$ cat src/rtl/cp0_bypass_pipe.sv
`timescale 1ns/1ps
// cp0_bypass_pipe: CP0 write pipeline with forwarding and a backing register file.
// Writes issued at EX travel through DEPTH registered stages and then commit
// to an internal CP0 register array. Each read port returns the youngest
// in-flight value for its address. If no stage holds that address, it returns
// the committed array value.
//
// Ports:
//   clk, rst_n      clock, synchronous active-low reset
//   stall           hold all stages, drop issue input
//   flush           kill uncommitted stages and issue input (oldest still commits)
//   wr_valid/addr/data  write issue request
//   rd_addr         NREAD packed read addresses
//   rd_data/rd_hit  per-port read data and in-flight forward indication
//   commit_valid/addr/data  oldest stage committing on this edge
//   pending_count   number of valid in-flight stages
module cp0_bypass_pipe #(
  parameter int unsigned DATA_W = 32,
  parameter int unsigned ADDR_W = 5,
  parameter int unsigned DEPTH  = 2,
  parameter int unsigned NREAD  = 1
) (
  input  logic                         clk,
  input  logic                         rst_n,
  input  logic                         stall,
  input  logic                         flush,
  input  logic                         wr_valid,
  input  logic [ADDR_W-1:0]            wr_addr,
  input  logic [DATA_W-1:0]            wr_data,
  input  logic [NREAD*ADDR_W-1:0]      rd_addr,
  output logic [NREAD*DATA_W-1:0]      rd_data,
  output logic [NREAD-1:0]             rd_hit,
  output logic                         commit_valid,
  output logic [ADDR_W-1:0]            commit_addr,
  output logic [DATA_W-1:0]            commit_data,
  output logic [$clog2(DEPTH+1)-1:0]   pending_count
);

  localparam int unsigned NREG  = 2 ** ADDR_W;
  localparam int unsigned CNT_W = $clog2(DEPTH + 1);
  localparam int unsigned LAST  = DEPTH - 1;

  logic [DEPTH-1:0]  v_q, v_d;
  logic [ADDR_W-1:0] a_q [DEPTH];
  logic [ADDR_W-1:0] a_d [DEPTH];
  logic [DATA_W-1:0] d_q [DEPTH];
  logic [DATA_W-1:0] d_d [DEPTH];
  logic [DATA_W-1:0] mem_q [NREG];
  logic              advance;

  assign advance = ~stall & ~flush;

  // Oldest stage retires on a normal advance or on a flush (flush beats stall).
  assign commit_valid = v_q[LAST] & (~stall | flush);
  assign commit_addr  = a_q[LAST];
  assign commit_data  = d_q[LAST];

  // Stage next-state: flush kills all stages, stall holds them, otherwise shift in the issue.
  always_comb begin
    v_d = v_q;
    a_d = a_q;
    d_d = d_q;
    if (flush) begin
      v_d = '0;
    end else if (advance) begin
      v_d[0] = wr_valid;
      a_d[0] = wr_addr;
      d_d[0] = wr_data;
      for (int k = 1; k < int'(DEPTH); k++) begin
        v_d[k] = v_q[k-1];
        a_d[k] = a_q[k-1];
        d_d[k] = d_q[k-1];
      end
    end
  end

  // Stage registers and register array. Reset drops in-flight writes uncommitted.
  always_ff @(posedge clk) begin
    if (!rst_n) begin
      v_q <= '0;
      for (int k = 0; k < int'(DEPTH); k++) begin
        a_q[k] <= '0;
        d_q[k] <= '0;
      end
      for (int i = 0; i < int'(NREG); i++) begin
        mem_q[i] <= '0;
      end
    end else begin
      v_q <= v_d;
      a_q <= a_d;
      d_q <= d_d;
      if (commit_valid) begin
        mem_q[commit_addr] <= commit_data;
      end
    end
  end

  // Per-port forwarding. Scan oldest to youngest so the youngest match is applied last.
  for (genvar p = 0; p < NREAD; p++) begin : g_rd
    logic [ADDR_W-1:0] ra;
    logic [DATA_W-1:0] rdat;
    logic              hit;

    assign ra = rd_addr[p*ADDR_W +: ADDR_W];

    always_comb begin
      rdat = mem_q[ra];
      hit  = 1'b0;
      for (int k = int'(DEPTH) - 1; k >= 0; k--) begin
        if (v_q[k] && (a_q[k] == ra)) begin
          rdat = d_q[k];
          hit  = 1'b1;
        end
      end
    end

    assign rd_data[p*DATA_W +: DATA_W] = rdat;
    assign rd_hit[p]                   = hit;
  end

  // Occupancy: popcount of the stage valid bits.
  always_comb begin
    pending_count = '0;
    for (int k = 0; k < int'(DEPTH); k++) begin
      pending_count = pending_count + CNT_W'(v_q[k]);
    end
  end

endmodule
$ cat config.mk
export PLATFORM = sky130hd
export DESIGN_NAME = cp0_bypass_pipe
export DESIGN_NICKNAME = d
export VERILOG_FILES = /design/src/rtl/cp0_bypass_pipe.sv
export SDC_FILE = /design/constraint.sdc
export NUM_CORES = 2
export LEC_CHECK = 0
export ABC_AREA = 1
export BUFFER_PORTS_ARGS = -buffer_cell sky130_fd_sc_hd__buf_2
export CORE_ASPECT_RATIO = 2
export CORE_UTILIZATION = 30
export DETAILED_ROUTE_END_ITERATION = 10
export PLACE_DENSITY = 0.5
export SYNTH_ARGS = -nofsm -noshare
export SYNTH_HDL_FRONTEND = slang
export SYNTH_SLANG_ARGS = --single-unit
export TNS_END_PERCENT = 10
$ cat constraint.sdc
create_clock -name clk -period 2.8 [get_ports clk]
set_input_delay 0.14 -clock clk [delete_from_list [all_inputs] [get_ports clk]]
set_output_delay 0.14 -clock clk [all_outputs]
set_load 0.02 [all_outputs]
==> results.yml <==
outcome:
  status: "finished with violations"
  violations: "negative setup slack"
final_layout:
  final_common_cell: "nor2_1"
  fin_nets: 5306
  n_fill_cell: 16570
  layout_common_cells: "1,367 x nor2_1, 1,024 x edfxtp_1, 812 x nand2_1"
  final-seq-area_sq_um: 32300
  layout.cells.non_filler: 7471
  syn_to_final_growth_pct: 16.7
  final_layout_size_suffix_gt1_share_pct: 12.0
  multi_input_area_sq_um: 14500
critical_path:
  cp_num_buf_inv: 2
  crit_required_ps: 2660
  crit_fanout: 1
  crit_path_cell_trace: "inv_1 -> a21oi_1 -> o21ai_0 -> o211ai_1 -> nand3_1 -> nand3_1 -> nand3_1 -> nand2_1 -> buf_2"
  cp-startpoint: "mem_q[9][20]$_SDFFCE_PN0P_"
  critPathMostFrequentCell: "nand3_1"
  crit_arrival_ps: 2670
  r2r-end: "mem_q[31][27]$_SDFFCE_PN0P_"
  slowest_stage: "nand3_1"
  cp.depth: 9
  path_class: "flip-flop to primary output"
  r2r_cells: 7
  cp-end-kind: "primary output"
  start_kind: "flip-flop"
  regToRegSetupSlack_ps: 350
  cp_top_family: "simple AND/OR/NAND/NOR gates"
  cpPeakStageDelay_ps: 420
  r2r-start: "v_q[1]$_SDFFE_PP0P_"
min_path:
  min_delay_path_depth: 4
  hold_path.startpoint: "rst_n"
  hold_path.class: "primary input to flip-flop"
  whs_endpoint: "d_q[49]$_SDFFE_PN0P_"
global_routing:
  antenna_found_initial: 3
  grt_max_degree: 80
  grt-ovfl-total: 0
  grt_pass1_wl_microns: 271000
  grt_use_total_pct: 22.5
  first_global_vias: 37861
run:
  maxCapViolCount: 0
routing:
  drt_iter0_drc: 3523
  via_per_inst: 5.18
  routed_wl_microns: 193000
  drt-pass1-iter-count: 5
  via_count: 38664
  drtAntennaViolNets: 0
  wl_per_cell_microns: 25.8
  drc: 0
synthesis:
  synth_area_sq_um: 49900
  synth_seq_cells: 1100
  synth.avg_cell_area_sq_um: 9.65
  seq_area_frac_synth_pct: 64.7
  synth_cell_types: 33
  yosys_warnings: 0
  syn_inst: 5166
  synthesis.nets: 5214
timing:
  max_slew_margin_pct: 48.7
  setup_violations: 1
  rsz0062_at_grt: "yes"
  hold_violations: 0
  min_period_ps: 2810
  worstMarginPinSlew_ps: 769
  worst_slack_ps: -6.30
  max_clock_freq_mhz: 356
  tns_ps: -6.30
  finalCritPeriodShare_pct: 100
  drv_slew: 0
  fin_worst_skew_ps: 43.2
floorplanning:
  core_sq_um: 165000
  dieArea_sq_um: 168000
  die_w_microns: 290
  ios: 120
  die_y_microns: 579
  rows: 211
  initial_utilization_pct: 30.2
cts:
  cts_inserted_buffers: 98
  cts_max_level: 3
  root_buffer: "clkbuf_16"
  path_clk_slew_ps: 70
  clock_sink_count: 1100
  clkLatencyLatePin_ps: 720
  clockBufferDepth: 3
  cts_tree: "yes"
place:
  routabilityCongestion: 0.883
  io_buffers: 119
  pre_cts_slack_ps: 83.4
  dp_cells: 7240
  dp_hpwl_microns: 122000
power_and_ir_drop:
  power_density_nw_per_um2: 637
  p_leak_nw: 21.6
  ir_drop_uv: 494
==> metrics by stage <==
step | utilization, % | total power, W | area, sq um | hold slack [ps]
2_1_floorplan | - | 0.0209 | 49900 | 239
3_3_place_gp | 32.9 | 0.0229 | 54200 | 364
3_5_place_dp | 32.9 | 0.0229 | 54200 | 370
4_1_cts | 35.2 | 0.0372 | 58000 | 7.67
5_1_grt | 35.3 | 0.0380 | 58200 | 27.9
6_report | 35.3 | 0.0370 | 58200 | 35.2
==> sequential cells by signal (all words and copies together), names as in the netlist <==
| register | flops |
|---|---|
| commit_data | 32 |
| mem_q | 1024 |
| d_q | 32 |
| commit_addr | 5 |
| a_q | 5 |
| v_q | 2 |
==> layer usage <==
| metal | vias up | wire, microns | track usage (%) |
|---|---|---|---|
| li1 | 17417 | - | - |
| met2 | 1425 | 99100 | 41.0 |
| met5 | - | 0 | 0 |
| met1 | 19404 | 66600 | 23.4 |
| met3 | 418 | 9440 | 2.25 |
| met4 | 0 | 17700 | 18.4 |
==> Yosys cell counts <==
library cell / instances / area (sq um)
nor2_4: 2 / 22.5
nand3_4: 1 / 17.5
nor4_4: 1 / 21.3
o22ai_1: 1 / 6.26
nand2_2: 2 / 12.5
nand2_1: 812 / 3050
nor2_1: 1368 / 5130
inv_2: 7 / 26.3
ha_1: 1 / 12.5
nor3_2: 3 / 30.0
dfxtp_1: 76 / 1520
nand4_2: 1 / 12.5
edfxtp_1: 1024 / 30700
o211ai_1: 151 / 1130
or2_2: 2 / 12.5
nand3_1: 545 / 2730
a21boi_2: 1 / 11.3
buf_2: 113 / 566
a21oi_1: 110 / 551
buf_4: 59 / 443
o21ai_1: 1 / 5.00
clkbuf_1: 286 / 1070
nor3_1: 6 / 30.0
xnor2_1: 2 / 17.5
nand4_1: 2 / 12.5
inv_4: 1 / 6.26
a22oi_1: 15 / 113
inv_1: 253 / 950
a211oi_1: 2 / 15.0
buf_6: 2 / 22.5
o21ai_0: 287 / 1440
buf_1: 28 / 105
nor3_4: 1 / 16.3
==> how the worst max path moves through the flow <==
stage | end | slack, ps
4_1_cts | rd_data[18] | 7
3_3_place_gp | rd_data[10] | 70
3_5_place_dp | rd_data[10] | 80
6_report | rd_data[20] | -6
2_1_floorplan | mem_q[0][0]$_SDFFCE_PN0P_ | 200
5_1_grt | rd_data[24] | -10
==> what timing repair did <==
item                                    CTS  global route
cloned                                    0             2
buffers inserted                          1             5
pin swaps                                 1             3
hold buffers                             40             0
resized for setup                        16            14
hold endpoints to repair                 39             0
endpoints found under the setup margin   32            21
==> worst min-delay path, stage by stage <==
cell	delay, ps
buf_4	180
buf_12	220
o21ai_0	120
nor2_1	50
==> where the power goes <==
part	switching (W)	internal (W)
Clock	0.00647	0.00799
Combinational	0.00286	0.00107
Sequential	0.000201	0.0185
Total	0.00954	0.0275
==> layout make-up <==
cell class	count	share of cell area (%)
flip-flops and latches	1100	55.5
multi-input cells	3317	24.8
repair buffers	480	7.58
well taps	2130	4.58
clock buffers	113	4.40
inverters	261	1.76
clock inverters	69	1.34
diodes	1	0.00430
==> kinds of logic after synthesis <==
logic type      count (synthesis)  share of synthesized area [%]
simple gates                 2746                           22.3
flops                        1100                           64.7
buf+inv                       749                           6.40
compound gates                568                           6.56
xor+xnor                        2                         0.0351
fa+ha+maj                       1                         0.0251
Note: power is estimated with default switching activity, not from simulation.
